==> src/rtl/stream_mux_pkg.sv <==
// stream_mux_pkg: shared types and helpers for stream_mux_rr.
package stream_mux_pkg;
  typedef enum logic {ST_IDLE, ST_LOCKED} lock_state_e;
  function automatic int next_rr(input int idx, input int n);
    return (idx + 1 >= n) ? 0 : idx + 1;
  endfunction
endpackage

==> src/rtl/rr_arbiter.sv <==
// rr_arbiter: combinational round-robin grant, searching from ptr+1 and wrapping modulo N.
module rr_arbiter
  import stream_mux_pkg::*;
#(
  parameter int N = 4,
  localparam int SW = $clog2(N)
) (
  input  logic [N-1:0]  req,
  input  logic [SW-1:0] ptr,
  output logic [N-1:0]  gnt,
  output logic [SW-1:0] gnt_idx,
  output logic          any
);
  logic [SW-1:0] idx;
  always_comb begin
    gnt = '0;
    gnt_idx = '0;
    any = 1'b0;
    idx = ptr;
    for (int i = 0; i < N; i++) begin
      idx = SW'(next_rr(int'(idx), N));
      if (!any && req[idx]) begin
        any = 1'b1;
        gnt_idx = idx;
        gnt[idx] = 1'b1;
      end
    end
  end
endmodule

==> src/rtl/stream_mux_rr.sv <==
// stream_mux_rr: N-channel round-robin stream mux with a registered output stage.
// Define STREAM_MUX_PKT_LOCK_EN to hold the grant on one channel until its in_last beat.
module stream_mux_rr
  import stream_mux_pkg::*;
#(
  parameter int N = 4,
  parameter int W = 8,
  localparam int SW = $clog2(N)
) (
  input  logic           clk,
  input  logic           rst_n,
  input  logic [N*W-1:0] in_data,
  input  logic [N-1:0]   in_valid,
  input  logic [N-1:0]   in_last,
  output logic [N-1:0]   in_ready,
  output logic [W-1:0]   out_data,
  output logic           out_valid,
  output logic           out_last,
  output logic [SW-1:0]  out_sel,
  input  logic           out_ready
);
  logic [N-1:0]  req, gnt;
  logic [SW-1:0] gnt_idx, ptr_q, ptr_d, out_sel_q, out_sel_d;
  logic          any, load, xfer;
  logic [W-1:0]  out_data_q, out_data_d;
  logic          out_valid_q, out_valid_d, out_last_q, out_last_d;
`ifdef STREAM_MUX_PKT_LOCK_EN
  lock_state_e state_q, state_d;
  // every transfer moves ptr to the granted channel, so ptr_q names the locked channel
  assign req = (state_q == ST_LOCKED) ? in_valid & (N'(1) << ptr_q) : in_valid;
  always_ff @(posedge clk or negedge rst_n) begin
    if (!rst_n) state_q <= ST_IDLE;
    else state_q <= state_d;
  end
  always_comb begin
    state_d = state_q;
    if (xfer) state_d = in_last[gnt_idx] ? ST_IDLE : ST_LOCKED;
  end
`else
  assign req = in_valid;
`endif
  rr_arbiter #(.N(N)) u_arb (
    .req     (req),
    .ptr     (ptr_q),
    .gnt     (gnt),
    .gnt_idx (gnt_idx),
    .any     (any)
  );
  assign load = !out_valid_q || out_ready;
  assign in_ready = (rst_n && load && any) ? gnt : '0;
  assign xfer = |in_ready;
  always_comb begin
    out_valid_d = xfer || (out_valid_q && !out_ready);
    out_data_d = xfer ? in_data[int'(gnt_idx)*W +: W] : out_data_q;
    out_last_d = xfer ? in_last[gnt_idx] : out_last_q;
    out_sel_d = xfer ? gnt_idx : out_sel_q;
    ptr_d = xfer ? gnt_idx : ptr_q;
  end
  always_ff @(posedge clk or negedge rst_n) begin
    if (!rst_n) begin
      out_valid_q <= 1'b0;
      out_data_q <= '0;
      out_last_q <= 1'b0;
      out_sel_q <= '0;
      ptr_q <= SW'(N - 1);
    end else begin
      out_valid_q <= out_valid_d;
      out_data_q <= out_data_d;
      out_last_q <= out_last_d;
      out_sel_q <= out_sel_d;
      ptr_q <= ptr_d;
    end
  end
  assign out_valid = out_valid_q;
  assign out_data = out_data_q;
  assign out_last = out_last_q;
  assign out_sel = out_sel_q;
endmodule

==> config.mk <==
export PLATFORM = sky130hd
export DESIGN_NAME = stream_mux_rr
export DESIGN_NICKNAME = d
export VERILOG_FILES = /design/src/rtl/stream_mux_pkg.sv /design/src/rtl/rr_arbiter.sv /design/src/rtl/stream_mux_rr.sv
export SDC_FILE = /design/constraint.sdc
export NUM_CORES = 1
export LEC_CHECK = 0
export ABC_AREA = 0
export CAP_MARGIN = 20
export CORE_ASPECT_RATIO = 0.7
export CORE_MARGIN = 2
export CORE_UTILIZATION = 45
export DETAILED_ROUTE_END_ITERATION = 10
export PLACE_DENSITY = 0.8
export SETUP_SLACK_MARGIN = 0.15
export SYNTH_ARGS = -nofsm -noshare
export SYNTH_HDL_FRONTEND = slang
export SYNTH_SLANG_ARGS = --single-unit
export TNS_END_PERCENT = 100
==> constraint.sdc <==
create_clock -name clk -period 5.7 [get_ports clk]
set_input_delay 0.57 -clock clk [delete_from_list [all_inputs] [get_ports clk]]
set_output_delay 0.57 -clock clk [all_outputs]
set_load 0.02 [all_outputs]
==> Word-level counts from Yosys, hierarchy flattened <==
Cells that the tools add are included.
{ "classes": {"reduce_logical": 18, "n_mux": 35, "n_shift": 1, "n_lt_le_gt_ge": 13, "add_sub_neg": 4, "n_bitwise": 3} }
{ "op_table": {"columns": ["op", "n"], "rows": [
  ["32-bit by 6-bit indexed part select with 8-bit output", 1],
  ["4-bit 2-to-1 mux", 5],
  ["2-bit 2-to-1 mux", 8],
  ["2-bit by 3-bit < comparator with 1-bit output, second input constant", 5],
  ["1-bit 2-to-1 mux", 13],
  ["2-bit by 1-bit adder with 3-bit output, second input constant", 4],
  ["3-bit greater-or-equal comparator, second input constant", 4],
  ["4-bit OR", 3],
  ["1-bit binary-select mux with 2-bit select", 5],
  ["1-bit logical AND", 10],
  ["1-bit demux with 2-bit select", 4],
  ["2-bit by 1-bit greater-or-equal comparator with 1-bit output, second input constant", 4],
  ["1-bit zero test", 5],
  ["4-bit OR reduction", 1],
  ["1-bit logical OR", 2]
]} }
{ "word_totals": {"inputBits": 43, "out_inout_bits": 16, "elab_cells": 79, "reg_bits": 14} }

==> Longest topological paths before layout <==
Gate-level depths: netlist of run 1.
{ "depth": {"ltp_word": 21, "ltp_mapped": 13, "ltp_nobuf": 9} }

==> Modules after synthesis <==
A second synthesis of run 1 with hierarchy kept.
{ "hier_totals": {"cells_unflattened": 143, "area_unflattened_um2": 1541.5} }
{ "by_module_without_submodules": {"columns": ["mod", "area_each_um2", "n_inst", "cells_per_inst"], "rows": [
  ["stream_mux_rr", 850.8, 1, 49],
  ["rr_arbiter", 690.7, 1, 94]
]} }

==> Least setup slack after synthesis of run 1 <==
Ideal clock, no wire load.
{ "synth_timing": {"kind": "register to register", "start": "register ptr_q[0]", "end": "register out_data_q[0] (netlist: out_data[0])", "t_arrival_ns": 3.371, "path_buffers": 4, "path_stages_with_launch": 14, "period_less_slack_ns": 3.496, "setup_slack_ns": 2.204, "path_cell_list": "dfstp_2 buf_6 inv_1 ha_1 buf_2 xnor2_1 mux2i_1 a211oi_1 a22oi_1 a21oi_1 or4_1 buf_6 buf_12 mux2_4"} }
{ "synth_between": {"elab_chain_len": 20} }
{ "synth_rtl": {"columns": ["element", "line_no", "source"], "rows": [
  ["start: declaration", "stream_mux_rr.sv:23", "logic [SW-1:0] gnt_idx, ptr_q, ptr_d, out_sel_q, out_sel_d;"],
  ["start signal: assignment", "stream_mux_rr.sv:65", "ptr_q <= SW'(N - 1);"],
  ["start signal: assignment", "stream_mux_rr.sv:71", "ptr_q <= ptr_d;"],
  ["2-bit by 1-bit adder with 3-bit output (*)", "stream_mux_pkg.sv:5", "return (idx + 1 >= n) ? 0 : idx + 1;"],
  ["3-bit greater-or-equal comparator", "stream_mux_pkg.sv:5", null],
  ["2-bit 2-to-1 mux (*)", "stream_mux_pkg.sv:5", null],
  ["2-bit by 1-bit adder with 3-bit output", "stream_mux_pkg.sv:5", null],
  ["3-bit greater-or-equal comparator", "stream_mux_pkg.sv:5", null],
  ["2-bit 2-to-1 mux", "stream_mux_pkg.sv:5", null],
  ["2-bit by 1-bit adder with 3-bit output", "stream_mux_pkg.sv:5", null],
  ["3-bit greater-or-equal comparator", "stream_mux_pkg.sv:5", null],
  ["[... 5 more ...]", null, null],
  ["1-bit logical AND (implied by the code)", "rr_arbiter.sv:25", "gnt[idx] = 1'b1;"],
  ["1-bit 2-to-1 mux (implied by the code)", "rr_arbiter.sv:25", null],
  ["1-bit demux with 2-bit select", null, null],
  ["4-bit OR (no source line)", null, null],
  ["4-bit 2-to-1 mux", "rr_arbiter.sv:22", "if (!any && req[idx]) begin"],
  ["4-bit 2-to-1 mux (*)", "stream_mux_rr.sv:50", "assign in_ready = (rst_n && load && any) ? gnt : '0;"],
  ["named net in_ready[2]", "stream_mux_rr.sv:15", "output logic [N-1:0] in_ready,"],
  ["4-bit OR reduction (*)", "stream_mux_rr.sv:51", "assign xfer = |in_ready;"],
  ["end signal: assignment", "stream_mux_rr.sv:68", "out_data_q <= out_data_d;"],
  ["end: declaration", "stream_mux_rr.sv:25", "logic [W-1:0] out_data_q, out_data_d;"]
]} }
The timed path passes the listed nets; every way through them passes the cells marked *. The select of a mux whose other input is x is not followed.
A chain may end at the register's enable or synchronous reset.

==> Worst setup path in the final report of run 1 <==
{ "layout_timing": {"start": "register ptr_q[0]", "end": "output in_ready[3]"} }
{ "layout_between": {"elab_chain_len": 19} }
{ "layout_rtl": {"columns": ["element", "line_no"], "rows": [
  ["2-bit by 1-bit adder with 3-bit output (*)", "stream_mux_pkg.sv:5"],
  ["3-bit greater-or-equal comparator", "stream_mux_pkg.sv:5"],
  ["2-bit 2-to-1 mux (*)", "stream_mux_pkg.sv:5"],
  ["2-bit by 1-bit adder with 3-bit output", "stream_mux_pkg.sv:5"],
  ["3-bit greater-or-equal comparator", "stream_mux_pkg.sv:5"],
  ["2-bit 2-to-1 mux", "stream_mux_pkg.sv:5"],
  ["2-bit by 1-bit adder with 3-bit output", "stream_mux_pkg.sv:5"],
  ["3-bit greater-or-equal comparator", "stream_mux_pkg.sv:5"],
  ["[... 3 more ...]", null],
  ["2-bit 2-to-1 mux", "stream_mux_pkg.sv:5"],
  ["2-bit by 3-bit < comparator with 1-bit output (implied by the code) or 2-bit by 1-bit greater-or-equal comparator with 1-bit output (tied branches)", "rr_arbiter.sv:25"],
  ["1-bit logical AND (implied by the code)", "rr_arbiter.sv:25"],
  ["1-bit 2-to-1 mux (implied by the code)", "rr_arbiter.sv:25"],
  ["1-bit demux with 2-bit select", null],
  ["4-bit OR (no source line)", null],
  ["4-bit 2-to-1 mux", "rr_arbiter.sv:22"],
  ["4-bit 2-to-1 mux (*)", "stream_mux_rr.sv:50"],
  ["end: declaration", "stream_mux_rr.sv:15"]
]} }
Every way passes the cells marked *; elsewhere a longest branch is shown, timed or not. The select of a mux whose other input is x is not followed.

==> summary.txt, run 1 <==
Setup path
  – Crit. End Element: output port
  – Critical path class: reg -> out
  – Data required, critical path: 5130 ps
  – Crit path DAT: 3880 ps
  – Startpoint Class: flop
  – Worst-path maximum fanout: 22

Drt
  – Iter 0 DRT Violations: 84
  – Final ANT Viol Nets: 0
  – DR WL/cell: 15.9 um
  – Vias per inst: 5.59
  – Vias: 1269
  – DRT Pass-1 Iters: 5
  – Residual DRC: 0
  – WL final: 3.62 mm

Synth
  – Top_reg_cell synth: dfrtp_1
  – EDFF count, synth: 0
  – Synthesized Nets: 190
  – Synthesis Warnings: 0
  – Post-synthesis sequential area ratio: 24.5%
  – FFs w/ async S/R, synth: 100%
  – Mapped Area: 1440 um^2
  – FF+latch count, synth: 14
  – Synth unique cells: 36
  – Synthesized area per cell: 10.4 um^2
  – Synthesized instance count: 139

Pwr
  – Sequential Power Share: 14.7%
  – Maximum VDD drop: 0.000431 V
  – Fraction of power spent switching nets: 43.5%
  – Pwr Density: 732 nW/um^2
  – Internal power: 0.849 mW
  – Leakage: 0.872 nW
  – Logic gate share of total power: 78.9%
  – NetSw: 0.654 mW
  – Clock network power share: 6.4%

Global route
  – Largest net degree at the start of global routing: 23
  – Total GRT Usage: 20.3%
  – Initial antenna violation count: 0
  – Vias in the first global route: 1200
  – First-pass GRT wire length: 5.88 mm
  – GRT overflow: 0

Clocking
  – CTS clk-pin slew, worst paths: 60 ps
  – CTS Root Cell: clkbuf_8
  – Sink Count: 14
  – Count of hold-fix buffers inserted at cts: 0
  – Clk Latency, worst-skew pair: 250 ps
  – Max Root-Sink Buffers: 2
  – Post-CTS sizing: 0
  – Setup bufs post-CTS: 0
  – CTS buffer count: 3
  – TritonCTS clock tree: yes
  – H-tree depth: 1

Timing
  – Relative slew slack: 47.9%
  – Tcrit/Tclk final: 78.1%
  – Final Max Slew Viols: 0
  – RSZ-0062 raised after global routing: no
  – Setup ws final: 1250 ps
  – Final Setup Violations: 0
  – Final Skew: 3.52 ps
  – Tmin final: 4450 ps
  – Final Hold Fails: 0
  – Slew @ Worst Pin: 781 ps
  – Setup TNS: 0 ps
  – Fmax: 0.225 GHz

Layout
  – Nets: 241
  – ANT cells: 0
  – Area growth syn-to-layout: 42.6%
  – Fill cells: 238
  – Seq. cell area: 353 um^2
  – Layout cells sized above 1: 13.8%
  – Multi-input logic area: 995 um^2

Placement
  – Port Buf Inserts: 58
  – DP HPWL: 2.73 mm
  – Pre-CTS WS: 1580 ps
  – GP Congestion: 0.840

Floorplan
  – # rows: 17
  – Height of the die: 51.3 um
  – DIE WIDTH: 71.6 um
  – Top-Level Pins: 59
  – Core Area: 3110 um^2
  – Initial Util: 46.4%
  – Die Area: 3680 um^2

Flow run
  – Max Cap Viol: 0

Status
  – Outcome: finished, final reports clean

Worst hold path
  – Hold Crit Class: reg -> reg
[power groups by stage]
| stage | clock (mW) | combinational (mW) | sequential (mW) |
|---|---|---|---|
| 6_report | 0.0958 | 1.19 | 0.221 |
| 5_1_grt | 0.104 | 1.29 | 0.229 |
| 4_1_cts | 0.0995 | 1.19 | 0.221 |
| 3_5_place_dp | 0 | 1.18 | 0.221 |
| 3_3_place_gp | 0 | 1.15 | 0.217 |
| 2_1_floorplan | 0 | 0.912 | 0.253 |
[state kept, by name, summed over array words and instances (netlist names)]
register,count
out_last,1
out_data,8
ptr_q,2
out_valid,1
out_sel,2
[placed cells by master (no fill, tap or decap), types with 2 or more instances in the layout]
master / count
nor2b_1: 3
inv_1: 2
nand3_1: 2
mux2i_1: 30
clkbuf_8: 4
o211ai_1: 2
a21oi_1: 5
nand2_1: 3
a22oi_1: 8
ha_1: 8
o311ai_0: 2
mux4_2: 2
dfstp_2: 2
mux2_4: 9
mux2_2: 5
buf_4: 2
nand2b_1: 5
nor3_1: 4
o21ai_0: 2
nor4bb_1: 2
clkdlybuf4s50_1: 58
dfrtp_1: 12
nor2_1: 5
[synth_stat cells (all sizes together), types with 2 or more instances]
| cell type | n | area share [%] |
|---|---|---|
| a21oi | 5 | 1.7 |
| a22oi | 8 | 4.2 |
| buf | 9 | 5.0 |
| clkbuf | 5 | 1.3 |
| dfrtp | 12 | 21 |
| dfstp | 2 | 3.6 |
| ha | 8 | 7.0 |
| inv | 2 | 0.52 |
| mux2 | 14 | 13 |
| mux2i | 30 | 21 |
| mux4 | 2 | 3.1 |
| nand2 | 3 | 0.78 |
| nand2b | 5 | 2.2 |
| nand3 | 2 | 0.70 |
| nor2 | 5 | 1.3 |
| nor2b | 3 | 1.3 |
| nor3 | 4 | 1.4 |
| nor4bb | 2 | 1.4 |
| o211ai | 2 | 1.0 |
| o21ai | 2 | 0.70 |
| o311ai | 2 | 1.2 |
[cells by family (layout without fill, tap and decap cells)]
kind of cell,Yosys count,count (layout),share of synthesized area (%)
multiplexers,46,46,37.3
AND/OR/NAND/NOR,28,28,11.0
AO/OA/AOI/OAI,26,26,12.8
buffers and inverters,16,66,6.86
flip-flops,14,14,24.5
adder cells (fa/ha/maj),8,8,6.95
XOR/XNOR,1,1,0.608
[final cells by class]
class	count	share of cell area [%]
multi-input combinational	109	48.4
inverter	2	0.366
tap	38	2.32
timing repair buffer	60	29.0
sequential	14	17.2
clock buffer	4	2.68
[path summary, 6_finish.rpt]
path	slack [ps]	cells after the start	endpoint	start
setup / recovery	1250	8	in_ready[3]	ptr_q[0]$_DFFE_PN1P_
hold / removal	500	1	out_last$_DFFE_PN0P_	out_last$_DFFE_PN0P_
setup reg to reg	1510	9	out_sel[1]$_DFFE_PN0P_	ptr_q[0]$_DFFE_PN1P_
hold reg to reg	500	1	out_last$_DFFE_PN0P_	out_last$_DFFE_PN0P_
max in group asynchronous	4520	1	out_valid$_DFF_PN0_	rst_n
min in group asynchronous	740	1	out_data[2]$_DFFE_PN0P_	rst_n
[per-layer routing]
layer	vias up	part of all wire, %	track usage [%]
met2	51	48	32.9
met5	-	0	0
met4	0	0.44	5.03
li1	621	-	-
met3	4	6.0	3.94
met1	593	46	28.0
[worst max-delay path, stage by stage (launching register included)]
cell             delay, ps
dfstp_2                780
inv_1                  230
ha_1                   520
xnor2_1                330
mux2i_1                170
a211oi_1               540
a22oi_1                160
a21oi_1                240
clkdlybuf4s50_1        650
[metrics by stage]
step	util [%]	hold slack [ps]	std cells	cell area [um^2]	total power, mW
after floorplan	-	274	139	1440	1.17
after global placement	64.3	492	223	2000	1.37
after detailed placement	64.3	497	223	2000	1.40
after CTS	66.1	511	227	2050	1.51
after global routing	66.1	516	227	2050	1.62
final	66.1	503	227	2050	1.50
No activity file was read; power rests on OpenSTA's default activity.
==> inputs of run 2 (changes only) <==
--- a/config.mk
+++ b/config.mk
@@ -9,9 +9,9 @@
 export CAP_MARGIN = 20
 export CORE_ASPECT_RATIO = 0.7
 export CORE_MARGIN = 2
-export CORE_UTILIZATION = 45
+export CORE_UTILIZATION = 39
 export DETAILED_ROUTE_END_ITERATION = 10
-export PLACE_DENSITY = 0.8
+export PLACE_DENSITY = 0.74
 export SETUP_SLACK_MARGIN = 0.15
 export SYNTH_ARGS = -nofsm -noshare
 export SYNTH_HDL_FRONTEND = slang
==> constraint.sdc (replaced) <==
create_clock -name clk -period 3.8 [get_ports clk]
set_input_delay 0.38 -clock clk [delete_from_list [all_inputs] [get_ports clk]]
set_output_delay 0.38 -clock clk [all_outputs]
set_load 0.02 [all_outputs]
==> summary.txt, run 2 (same netlist as run 1, synthesis figures left out) <==
Drt
  – DRT Pass-1 Iters: 4 (-1)
  – DR WL/cell: 15.7 um (-1.7%)
  – Vias: 1267 (-0.16%)
  – Iter 0 DRT Violations: 45 (-46%)
  – Vias per inst: 5.19 (-7.1%)
  – Residual DRC: 0 (unchanged)
  – WL final: 3.82 mm (+5.7%)
  – Final ANT Viol Nets: 0 (unchanged)

Status
  – Outcome: finished, final reports clean

Setup path
  – Crit. End Element: output port
  – Data required, critical path: 3420 ps (-1710 ps)
  – CP max-delay cell: clkdlybuf4s50_1
  – CP Buf/Inv Count: 3 (+1)
  – Crit path DAT: 3130 ps (-750 ps)
  – Startpoint Class: flop
  – CP delay by family, top: buffers and inverters
  – Cell Chain, Critical Path: inv_1 > ha_1 > buf_4 > mux2_2 > nor2_1 > a211oi_2 > a22oi_1 > a21oi_1 > clkdlybuf4s50_1
  – Critical path class: reg -> out
  – Worst-path maximum fanout: 14 (-36%)
  – Critical path's largest stage delay: 640 ps (-140 ps)
  – CP Depth: 9 (+1)
  – FF-to-FF path depth: 10 (+1)

Timing
  – Slew @ Worst Pin: 405 ps (-377 ps)
  – Setup TNS: 0 ps (unchanged)
  – Setup ws final: 291 ps (-956 ps)
  – Final Max Slew Viols: 0 (unchanged)
  – Final Setup Violations: 0 (unchanged)
  – Final Hold Fails: 0 (unchanged)
  – Final Skew: 1.83 ps (-1.68 ps)
  – Tmin final: 3510 ps
  – Relative slew slack: 72.7% (+25 points)
  – Tcrit/Tclk final: 92.3%
  – WHS: 443 ps (-60.3 ps)
  – Fmax: 0.285 GHz
  – RSZ-0062 raised after global routing: no

Global route
  – Largest net degree at the start of global routing: 22 (-4.3%)
  – Initial antenna violation count: 0 (unchanged)
  – Vias in the first global route: 1230 (+2.5%)
  – Total GRT Usage: 18.0% (-2.3 points)
  – First-pass GRT wire length: 5.99 mm (+1.9%)
  – GRT overflow: 0 (unchanged)

Layout
  – Fill cells: 314 (+32%)
  – ANT cells: 0 (unchanged)
  – Fin cells: 244 (+7.5%)
  – Commonest cells after routing, fill and taps aside: 55 x clkdlybuf4s50_1, 30 x mux2i_1, 12 x dfrtp_1
  – Layout cells sized above 1: 17.0% (+3.3 points)
  – Most common cell after layout, fill and taps aside: clkdlybuf4s50_1
  – Largest register FFs: 8 (unchanged)
  – Nets: 246 (+2.1%)
  – Area growth syn-to-layout: 47.3%

Placement
  – Pre-CTS WS: 230 ps (-1350 ps)
  – DP HPWL: 2.86 mm (+4.5%)
  – Placed Cells: 239 (+7.2%)
  – GP Congestion: 0.812 (-3.4%)
  – Port Buf Inserts: 58 (unchanged)

Clocking
  – Max Root-Sink Buffers: 2 (unchanged)
  – H-tree depth: 1 (unchanged)
  – CTS Root Cell: clkbuf_8
  – Clk Latency, worst-skew pair: 240 ps (about the same)
  – Count of hold-fix buffers inserted at cts: 0 (unchanged)
  – CTS clk-pin slew, worst paths: 60 ps (about the same)
  – Sink Count: 14 (unchanged)
  – TritonCTS clock tree: yes
  – CTS buffer count: 3 (unchanged)

Floorplan
  – Height of the die: 54.8 um (+6.8%)
  – Initial Util: 40.7% (-5.6 points)
  – DIE WIDTH: 76.6 um (+7.0%)
  – Top-Level Pins: 59 (unchanged)
  – Die Area: 4200 um^2 (+14%)
  – Core Area: 3540 um^2 (+14%)
  – # rows: 18 (+1)

Pwr
  – Maximum VDD drop: 0.000489 V (+14%)
  – Total power: 2.32 mW (+54%)
  – Pwr Density: 1090 nW/um^2 (+49%)
  – Leakage: 0.947 nW (+8.7%)

Flow run
  – Max Cap Viol: 0 (unchanged)

Worst hold path
  – Hold Crit Class: in -> async
-- run 2: what timing repair did --
action / 4_1_cts / 5_1_grt
pin swaps: 0 / 1
setup buffers: 0 / 1
setup endpoints to repair: 4 / 15
resized for setup: 1 / 4
-- run 2: final timing paths --
path | from | end | slack, ps
worst min-delay path | rst_n | out_data[2]$_DFFE_PN0P_ | 440
worst max-delay path | ptr_q[0]$_DFFE_PN1P_ | in_ready[1] | 290
min in group clk | out_data[0]$_DFFE_PN0P_ | out_data[0]$_DFFE_PN0P_ | 510
worst min register to register | out_data[0]$_DFFE_PN0P_ | out_data[0]$_DFFE_PN0P_ | 510
max in group asynchronous | rst_n | ptr_q[1]$_DFFE_PN1P_ | 3120
worst max register to register | ptr_q[0]$_DFFE_PN1P_ | out_data[6]$_DFFE_PN0P_ | 370
-- run 2: final cells by class --
cell class	instances	area [um^2]	area share [%]
Timing Repair Buffer	65	641	30.2
Inverter	2	7.51	0.354
Tap cell	50	62.6	2.95
Multi-Input combinational cell	109	1000	47.3
Sequential cell	14	353	16.6
Clock buffer	4	55.1	2.60
-- run 2: routing by layer --
layer | global-route usage, % | up-vias | share of wire, %
met1 | 23.4 | 611 | 46
met4 | 2.73 | 0 | 0.52
li1 | - | 625 | -
met3 | 3.63 | 2 | 3.6
met5 | 0 | - | 0
met2 | 32.4 | 29 | 50
-- run 2: through the flow --
step                area [um^2]  util, %
finish                     2120     60.0
global route               2120     60.0
CTS                        2100     59.5
detailed placement         2040     57.8
global placement           2040     57.8
floorplan                  1440        -
-- run 2: report_power, final --
| part | switching, mW | internal (mW) | total (mW) | leakage [nW] |
|---|---|---|---|---|
| sequential | 0.0481 | 0.249 | 0.297 | 0.162 |
| clock | 0.0526 | 0.0917 | 0.144 | 0.0288 |
| combinational | 0.906 | 0.971 | 1.88 | 0.756 |
| total | 1.01 | 1.31 | 2.32 | 0.947 |
